**config.mk**
```make
export PLATFORM = sky130hd
export DESIGN_NAME = hazard_scoreboard
export DESIGN_NICKNAME = d
export VERILOG_FILES = /design/src/rtl/hazard_pkg.sv /design/src/rtl/hazard_scoreboard_sb_table.sv /design/src/rtl/hazard_scoreboard.sv
export SDC_FILE = /design/constraint.sdc
export NUM_CORES = 1
export LEC_CHECK = 0
export ABC_AREA = 1
export BUFFER_PORTS_ARGS = -buffer_cell sky130_fd_sc_hd__buf_2
export CAP_MARGIN = 25
export CORE_UTILIZATION = 30
export CTS_CLUSTER_DIAMETER = 30
export CTS_CLUSTER_SIZE = 30
export DETAILED_ROUTE_END_ITERATION = 12
export GPL_ROUTABILITY_DRIVEN = 1
export PLACE_DENSITY = 0.49
export SLEW_MARGIN = 20
export SYNTH_ARGS = -nofsm -noshare
export SYNTH_HDL_FRONTEND = slang
export SYNTH_HIERARCHICAL = 1
export SYNTH_SLANG_ARGS = --single-unit
```
**constraint.sdc**
```tcl
create_clock -name clk -period 5.9 [get_ports clk]
set_clock_uncertainty 0.1 [all_clocks]
set_input_delay 0.59 -clock clk [delete_from_list [all_inputs] [get_ports clk]]
set_output_delay 0.59 -clock clk [all_outputs]
set_load 0.02 [all_outputs]
```
**src/rtl/hazard_pkg.sv**
```systemverilog
// hazard_pkg: shared types and defaults for the hazard scoreboard.
// Contents: forward-select encoding, scoreboard entry layout, default widths.
package hazard_pkg;
    localparam int REG_AW_DEF = 6;
    localparam int LAT_W_DEF  = 4;
    typedef enum logic [1:0] {
        FWD_RF   = 2'b00,
        FWD_W    = 2'b01,
        FWD_M    = 2'b10,
        FWD_LONG = 2'b11
    } fwd_sel_e;
    typedef struct packed {
        logic                 valid;
        logic [REG_AW_DEF-1:0] rd;
        logic [LAT_W_DEF-1:0]  cnt;
    } sb_entry_t;
endpackage

```
**src/rtl/hazard_scoreboard_sb_table.sv**
```systemverilog
// sb_table: table of outstanding long-latency ops with countdown and match logic.
// Ports: clk/rst_n; issue_i/issue_rd_i/issue_lat_i allocate the lowest free entry;
// wb_valid_i/wb_rd_i retire the lowest matching entry (sb_err_o if none);
// rs*_i/rd_i are compared against valid entries (*_hit_o); cnt3_o flags an
// entry one W-slot ahead of a newly decoded instruction; pend_cnt_o counts valid entries.
module sb_table
    import hazard_pkg::*;
#(
    parameter  int REG_AW = REG_AW_DEF,
    parameter  int N_PEND = 4,
    parameter  int LAT_W  = LAT_W_DEF,
    localparam int CW     = $clog2(N_PEND + 1)
) (
    input  logic              clk,
    input  logic              rst_n,
    input  logic              issue_i,
    input  logic [REG_AW-1:0] issue_rd_i,
    input  logic [LAT_W-1:0]  issue_lat_i,
    input  logic              wb_valid_i,
    input  logic [REG_AW-1:0] wb_rd_i,
    input  logic [REG_AW-1:0] rs1_i,
    input  logic [REG_AW-1:0] rs2_i,
    input  logic [REG_AW-1:0] rs3_i,
    input  logic [REG_AW-1:0] rd_i,
    output logic              rs1_hit_o,
    output logic              rs2_hit_o,
    output logic              rs3_hit_o,
    output logic              rd_hit_o,
    output logic              cnt3_o,
    output logic [CW-1:0]     pend_cnt_o,
    output logic              sb_err_o
);
    logic [N_PEND-1:0]             v_q, v_d;
    logic [N_PEND-1:0][REG_AW-1:0] ent_rd_q, ent_rd_d;
    logic [N_PEND-1:0][LAT_W-1:0]  cnt_q, cnt_d;
    logic                          err_q, err_d;
    logic                          wb_hit, placed;

    always_comb begin
        v_d      = v_q;
        ent_rd_d = ent_rd_q;
        cnt_d    = cnt_q;
        err_d    = err_q;
        wb_hit   = 1'b0;
        placed   = 1'b0;
        for (int i = 0; i < N_PEND; i++)
            cnt_d[i] = (cnt_q[i] == '0) ? '0 : cnt_q[i] - LAT_W'(1);
        // completion retires only the lowest-index matching entry
        for (int i = 0; i < N_PEND; i++)
            if (wb_valid_i && !wb_hit && v_q[i] && ent_rd_q[i] == wb_rd_i) begin
                v_d[i] = 1'b0;
                wb_hit = 1'b1;
            end
        if (wb_valid_i && !wb_hit)
            err_d = 1'b1;
        // allocation looks at registered occupancy, so it never reuses a slot freed this cycle
        for (int i = 0; i < N_PEND; i++)
            if (issue_i && !placed && !v_q[i]) begin
                v_d[i]      = 1'b1;
                ent_rd_d[i] = issue_rd_i;
                cnt_d[i]    = issue_lat_i;
                placed      = 1'b1;
            end
    end

    always_comb begin
        rs1_hit_o  = 1'b0;
        rs2_hit_o  = 1'b0;
        rs3_hit_o  = 1'b0;
        rd_hit_o   = 1'b0;
        cnt3_o     = 1'b0;
        pend_cnt_o = '0;
        for (int i = 0; i < N_PEND; i++)
            if (v_q[i]) begin
                rs1_hit_o  = rs1_hit_o | (ent_rd_q[i] == rs1_i);
                rs2_hit_o  = rs2_hit_o | (ent_rd_q[i] == rs2_i);
                rs3_hit_o  = rs3_hit_o | (ent_rd_q[i] == rs3_i);
                rd_hit_o   = rd_hit_o  | (ent_rd_q[i] == rd_i);
                cnt3_o     = cnt3_o    | (cnt_q[i] == LAT_W'(3));
                pend_cnt_o = pend_cnt_o + CW'(1);
            end
    end

    always_ff @(posedge clk or negedge rst_n)
        if (!rst_n) begin
            v_q      <= '0;
            ent_rd_q <= '0;
            cnt_q    <= '0;
            err_q    <= 1'b0;
        end else begin
            v_q      <= v_d;
            ent_rd_q <= ent_rd_d;
            cnt_q    <= cnt_d;
            err_q    <= err_d;
        end

    assign sb_err_o = err_q;
endmodule

```
**src/rtl/hazard_scoreboard.sv**
```systemverilog
// hazard_scoreboard: stall/flush/forward control for the 5-stage core with long-latency units.
// Ports: D-stage sources/dest/long-op info, E-stage operands and load flag, M/W write-back
// info, long-unit completion, branch and freeze requests in; per-stage stalls, D/E flushes,
// three E-operand forward selects, pending-op count and sticky scoreboard error out.
module hazard_scoreboard
    import hazard_pkg::*;
#(
    parameter  int REG_AW = REG_AW_DEF,
    parameter  int N_PEND = 4,
    parameter  int LAT_W  = LAT_W_DEF,
    localparam int CW     = $clog2(N_PEND + 1)
) (
    input  logic              clk,
    input  logic              rst_n,
    input  logic [REG_AW-1:0] rs1_d,
    input  logic [REG_AW-1:0] rs2_d,
    input  logic [REG_AW-1:0] rs3_d,
    input  logic              rs3_used_d,
    input  logic [REG_AW-1:0] rd_d,
    input  logic              reg_write_d,
    input  logic              long_d,
    input  logic [LAT_W-1:0]  lat_d,
    input  logic [REG_AW-1:0] rs1_e,
    input  logic [REG_AW-1:0] rs2_e,
    input  logic [REG_AW-1:0] rs3_e,
    input  logic [REG_AW-1:0] rd_e,
    input  logic              load_e,
    input  logic [REG_AW-1:0] rd_m,
    input  logic              reg_write_m,
    input  logic [REG_AW-1:0] rd_w,
    input  logic              reg_write_w,
    input  logic              long_wb_valid,
    input  logic [REG_AW-1:0] long_wb_rd,
    input  logic              pc_src_e,
    input  logic              cache_stall,
    input  logic              out_stall,
    output logic              stall_f,
    output logic              stall_d,
    output logic              stall_e,
    output logic              stall_m,
    output logic              stall_w,
    output logic              flush_d,
    output logic              flush_e,
    output logic [1:0]        fwd_a_e,
    output logic [1:0]        fwd_b_e,
    output logic [1:0]        fwd_c_e,
    output logic [CW-1:0]     pend_cnt,
    output logic              sb_err
);
    logic rs1_hit, rs2_hit, rs3_hit, rd_hit, cnt3;
    logic freeze, branch, raw, waw, full, load_use, wb_col, dstall, issue;
    logic [2:0][REG_AW-1:0] src_e;
    fwd_sel_e               fw [3];

    sb_table #(.REG_AW(REG_AW), .N_PEND(N_PEND), .LAT_W(LAT_W)) u_sb (
        .clk        (clk),
        .rst_n      (rst_n),
        .issue_i    (issue),
        .issue_rd_i (rd_d),
        .issue_lat_i(lat_d),
        .wb_valid_i (long_wb_valid),
        .wb_rd_i    (long_wb_rd),
        .rs1_i      (rs1_d),
        .rs2_i      (rs2_d),
        .rs3_i      (rs3_d),
        .rd_i       (rd_d),
        .rs1_hit_o  (rs1_hit),
        .rs2_hit_o  (rs2_hit),
        .rs3_hit_o  (rs3_hit),
        .rd_hit_o   (rd_hit),
        .cnt3_o     (cnt3),
        .pend_cnt_o (pend_cnt),
        .sb_err_o   (sb_err)
    );

    assign freeze   = cache_stall | out_stall;
    assign branch   = pc_src_e & ~freeze;
    assign raw      = (rs1_hit & rs1_d != '0) | (rs2_hit & rs2_d != '0)
                    | (rs3_used_d & rs3_hit & rs3_d != '0);
    assign waw      = reg_write_d & rd_hit & rd_d != '0;
    assign full     = long_d & (pend_cnt == CW'(N_PEND));
    assign load_use = load_e & rd_e != '0
                    & (rd_e == rs1_d | rd_e == rs2_d | (rs3_used_d & rd_e == rs3_d));
    // a short op decoded now reaches W exactly when an entry at count 3 completes
    assign wb_col   = reg_write_d & ~long_d & cnt3;
    assign dstall   = raw | waw | full | load_use | wb_col;
    assign issue    = long_d & ~dstall & ~branch & ~freeze;

    assign stall_f = rst_n & (freeze | (dstall & ~branch));
    assign stall_d = stall_f;
    assign stall_e = rst_n & freeze;
    assign stall_m = rst_n & freeze;
    assign stall_w = rst_n & cache_stall;
    assign flush_d = ~rst_n | branch;
    assign flush_e = ~rst_n | branch | (dstall & ~freeze);

    assign src_e = {rs3_e, rs2_e, rs1_e};
    for (genvar g = 0; g < 3; g++) begin : g_fwd
        assign fw[g] = !rst_n || src_e[g] == '0                   ? FWD_RF
                     : long_wb_valid && long_wb_rd == src_e[g]    ? FWD_LONG
                     : reg_write_m && rd_m == src_e[g]            ? FWD_M
                     : reg_write_w && rd_w == src_e[g]            ? FWD_W
                     :                                              FWD_RF;
    end
    assign fwd_a_e = fw[0];
    assign fwd_b_e = fw[1];
    assign fwd_c_e = fw[2];
endmodule

```
Yosys cells after proc, flatten, opt, wreduce, memory -nomap -nowiden --
Cells that the tools add are included.
Word-level totals: register bits after elaboration 45, input port bits 82, output and inout bits 17, logic and storage cells 228
Cells by class: add/sub/neg operators 7, eq/ne operators 37, mux-type cells 59, bitwise operators 53, reduce and logical (&&, ||, !) cells 59
Operator list (number):
- equality test 6 bit | 32
- 2-to-1 mux 1 bit | 39
- 2-to-1 mux 4 bit | 8
- nonzero test 6 bit | 5
- logical AND 1 bit | 28
- bitwise OR 1 bit | 27
- bitwise AND 1 bit | 21
- zero test 6 bit | 3
- 2-to-1 mux 2 bit | 9
- equality test 4 x 2 -> 1 bit (second input constant) | 4
- zero test 4 bit | 4
- subtractor 4 x 1 -> 4 bit (second input constant) | 4
- zero test 1 bit | 12
- 2-to-1 mux 3 bit | 3
- nonzero test 2 bit | 4
- adder 3 x 1 -> 3 bit (second input constant) | 2
- inverter 1 bit | 5
- equality test 3 bit (second input constant) | 1
- logical OR 1 bit | 3
- adder 1 x 1 -> 2 bit (second input constant) | 1

Logic depth before layout (Yosys ltp) --
depth after elaboration 33, depth in mapped cells 20

By module --
The synthesis kept the hierarchy.
Modules (own cells, without submodules):
- sb_table | instances 1, cells each 549, area each 3749.8 sq um
- hazard_scoreboard | instances 1, cells each 296, area each 1370.1 sq um

Worst setup path before layout --
OpenSTA, ideal clock, no wires.
kind register -> output, start point reg u_sb.v_q[0], end point out stall_f, arrival 2.544 ns, data required time 5.210 ns, setup slack 2.666 ns, cell stages (with the launch flop) 17, path buffers 2, cell sequence dfrtp_1 buf_4 inv_2 ha_1 xor2_1 ha_1 nand2_1 xor2_1 nand2_1 nor3_1 a21oi_1 nand3_1 nor2_2 nand2_2 nand2_1 nand2_1 buf_4
RTL lines:
- start: declaration | RTL line hazard_scoreboard_sb_table.sv:33 | logic [N_PEND-1:0] v_q, v_d;
- start signal: assignment | RTL line hazard_scoreboard_sb_table.sv:91 | v_q <= v_d;
- 2-to-1 mux 1 bit (*) | RTL line hazard_scoreboard_sb_table.sv:74 | if (v_q[i]) begin
- adder 1 x 1 -> 2 bit | RTL line hazard_scoreboard_sb_table.sv:80 | pend_cnt_o = pend_cnt_o + CW'(1);
- 2-to-1 mux 3 bit (*) | RTL line hazard_scoreboard_sb_table.sv:74
- adder 3 x 1 -> 3 bit | RTL line hazard_scoreboard_sb_table.sv:80
- 2-to-1 mux 3 bit (*) | RTL line hazard_scoreboard_sb_table.sv:74
- adder 3 x 1 -> 3 bit | RTL line hazard_scoreboard_sb_table.sv:80
- 2-to-1 mux 3 bit (*) | RTL line hazard_scoreboard_sb_table.sv:74
- net pend_cnt[2] | RTL line hazard_scoreboard.sv:47 | output logic [CW-1:0] pend_cnt,
- equality test 3 bit (*) | RTL line hazard_scoreboard.sv:81 | assign full = long_d & (pend_cnt == CW'(N_PEND));
- bitwise AND 1 bit (*) | RTL line hazard_scoreboard.sv:81
- bitwise OR 1 bit (*) (3 in series) | RTL line hazard_scoreboard.sv:86 | assign dstall = raw | waw | full | load_use | wb_col;
- bitwise AND 1 bit (*) | RTL line hazard_scoreboard.sv:89 | assign stall_f = rst_n & (freeze | (dstall & ~branch));
- bitwise OR 1 bit (*) | RTL line hazard_scoreboard.sv:89
- bitwise AND 1 bit (*) | RTL line hazard_scoreboard.sv:89
- end: declaration | RTL line hazard_scoreboard.sv:37 | output logic stall_f,
The timed path passes the listed nets; every way through them passes the cells marked *.

==> results.json <==
{
  "fmax_ghz": 0.258,
  "layout-drive-gt1-share_pct": 17.5,
  "fin_ws_ps": 2020,
  "clock-root-buffer": "clkbuf_16",
  "ir_worst_vdd_uv": 226,
  "yosys_warnings": 6,
  "cp.required_ps": 5960,
  "met2_length_um": 9330,
  "final_nets": 999,
  "rows": 47,
  "slew_headroom_pct": 52.2,
  "grt_pass1_wl_um": 30800,
  "syn_to_final_growth_pct": 14.3,
  "pin_count": 99,
  "postLayoutCoreUtil_pct": 35.2,
  "finalSetupViolCount": 0,
  "fin_crit_ps": 3880,
  "fp.dieH_um": 133,
  "die_x_um": 133,
  "arrival_ps": 3940,
  "first_pass_iters": 6,
  "postSynthAreaPerCell_um2": 6.06,
  "leakagePower_nw": 2.89,
  "numCtsBuffers": 5,
  "drtIter0Drc": 577,
  "grt_pass1_vias": 5253,
  "power_density_nw_per_um2": 371,
  "num_vias": 5793,
  "wl_per_cell_um": 17.7,
  "setup_tns_ps": 0,
  "place_area_um2": 5680,
  "routed.top_layer": "met4",
  "pre_cts_ws_ps": 2080,
  "postRouteAntennaNets": 0,
  "drcViolationCount": 0,
  "overflow": 0,
  "viasPerCell": 5.10,
  "port_buffers": 98,
  "globalplace.congestion": 0.918,
  "hold_viol": 0,
  "finalCritPeriodShare_pct": 65.7,
  "crit_path_start_kind": "register",
  "cts_hold_buf": 0,
  "drt-total-wl_um": 20100,
  "seq_area_um2": 1130,
  "syn-cell-area_um2": 5120,
  "antenna_found_initial": 0,
  "cts_tree": "built",
  "core_um2": 16600,
  "synth_seq_cells": 45,
  "critical_path_class": "reg -> reg",
  "cp-end-kind": "register",
  "post-cts-setup-buffers": 0,
  "synthesis.nets": 930,
  "dieArea_um2": 17600,
  "htree_num_levels": 2,
  "n_fill_cell": 1905,
  "multiInputGateArea_um2": 3290,
  "async_flop_share_pct": 100,
  "cts.sinks": 45,
  "dpl.hpwl_um": 15300,
  "worstMarginPinSlew_ps": 715,
  "cap_violations": 0,
  "synth.distinct_cells": 41,
  "final_area_um2": 5850,
  "cts_buffer_depth": 2,
  "rsz0062_at_grt": "false",
  "initial_core_util_pct": 30.8,
  "ys_seq_area_share_pct": 22.0,
  "outcome": "finished clean",
  "hp-class": "in -> async",
  "clk_pin_slew_ps": 60,
  "synthFlopType": "dfrtp_1",
  "grt_max_degree": 51,
  "cp_max_fo": 11,
  "synthCells": 845,
  "grt_use_total_pct": 22.7,
  "route.met3.wl_um": 1370,
  "drv_slew": 0,
  "post_cts_resized": 0,
  "antenna_cells": 0,
  "synth_edf_count": 0,
  "wl_met1_um": 9140,
  "finalPower_mw": 2.17,
  "insertion_delay_ps": 280
}
## per-layer routing
metal	vias to the layer above	GRT usage, %
met3	25	3.41
met2	244	37.1
met4	0	4.60
met1	2661	31.7
li1	2863	-
met5	-	0
## state kept, by name, summed over array words and instances (netlist names)
| register | flops |
|---|---|
| u_sb/cnt_q | 16 |
| u_sb/v_q | 4 |
| u_sb/sb_err_o | 1 |
| u_sb/ent_rd_q | 24 |
## Yosys cell counts, types with 2 or more instances
cell | instances | share of area, %
a211oi_1 | 2 | 0.29
a21oi_1 | 32 | 3.1
a21oi_2 | 3 | 0.51
a31oi_1 | 2 | 0.24
buf_2 | 15 | 1.5
buf_4 | 8 | 1.2
buf_6 | 3 | 0.66
clkbuf_1 | 10 | 0.73
dfrtp_1 | 45 | 22
ha_1 | 3 | 0.73
inv_1 | 102 | 7.5
inv_2 | 30 | 2.2
nand2_1 | 221 | 16
nand2_2 | 3 | 0.37
nand3_1 | 38 | 3.7
nand3_2 | 4 | 0.78
nand4_1 | 15 | 1.8
nor2_1 | 93 | 6.8
nor2_2 | 6 | 0.73
nor3_1 | 9 | 0.88
nor4_1 | 6 | 0.73
o2111ai_1 | 13 | 2.2
o211ai_1 | 6 | 0.88
o21ai_0 | 34 | 3.3
o21ai_1 | 20 | 2.0
o21ai_2 | 2 | 0.34
o22ai_1 | 36 | 4.4
o22ai_2 | 2 | 0.49
o31ai_1 | 3 | 0.44
or2_0 | 2 | 0.24
or2_2 | 2 | 0.24
xnor2_1 | 47 | 8.0
xor2_1 | 20 | 3.4
## power by group
| part | internal, mW | switching [mW] | total (mW) |
|---|---|---|---|
| logic | 0.429 | 0.648 | 1.08 |
| clock network | 0.200 | 0.119 | 0.320 |
| registers | 0.431 | 0.342 | 0.773 |
## worst paths after layout
| check | startpoint | to | slack, ps | cells past startpoint |
|---|---|---|---|---|
| worst min-delay path | rst_n | u_sb/v_q[1] | 340 | 2 |
| worst min register to register | u_sb/sb_err_o | u_sb/sb_err_o | 400 | 1 |
| min in group clk | u_sb/sb_err_o | u_sb/sb_err_o | 400 | 1 |
| max in group asynchronous | rst_n | u_sb/cnt_q[10] | 4900 | 2 |
| worst max-delay path | u_sb/v_q[0] | u_sb/cnt_q[2] | 2020 | 18 |
| worst max register to register | u_sb/v_q[0] | u_sb/cnt_q[2] | 2020 | 18 |
## cell families (layout without fill, tap and decap cells)
logic type | Yosys count | after routing | share of synthesized area, %
fa+ha+maj | 3 | 3 | 0.733
compound gates | 161 | 161 | 19.1
buf+inv | 169 | 239 | 13.8
xor+xnor | 67 | 67 | 11.5
flops | 45 | 45 | 22.0
simple gates | 400 | 400 | 32.9
## cell type report
cell class	count	share of cell area, %
Clock buffer	5	2.14
Clock inverter	3	0.791
Inverter	132	8.47
Multi-Input combinational cell	631	56.2
Sequential cell	45	19.2
Tap cell	220	4.70
Timing Repair Buffer	99	8.51
## worst max-delay path, stage by stage, from the launching register on
cell and delay (ps):
dfrtp_1 570, inv_2 130, ha_1 330, xor2_1 250, ha_1 200, nand2_1 60, xor2_1 180, nand2_1 60
nor3_1 60, a21oi_1 130, nand3_1 100, nor2_2 110, nand2_2 80, nor2_1 230, inv_1 130, nor2_1 460
inv_1 290, o21ai_0 180, o22ai_1 100
## placed cells by master, fill, tap and decap left out, drive strengths merged, types with 2 or more instances in the layout
cell type	synthesis	routed
a211oi	2	2
a21boi	2	2
a21oi	35	35
a31oi	2	2
buf	26	99
clkbuf	11	5
dfrtp	45	45
ha	3	3
inv	132	132
nand2	224	224
nand3	42	42
nand4	15	15
nor2	99	99
nor3	10	10
nor4	6	6
o2111ai	13	13
o211ai	6	6
o21ai	56	56
o22ai	38	38
o31ai	3	3
or2	4	4
xnor2	47	47
xor2	20	20
## through the flow
| stage | hold slack, ps | cells |
|---|---|---|
| floorplan | 194 | 845 |
| global placement | 396 | 1127 |
| detailed placement | 389 | 1127 |
| CTS | 359 | 1135 |
| global route | 385 | 1135 |
| finish | 337 | 1135 |
Power figures use the tool's default switching activity.
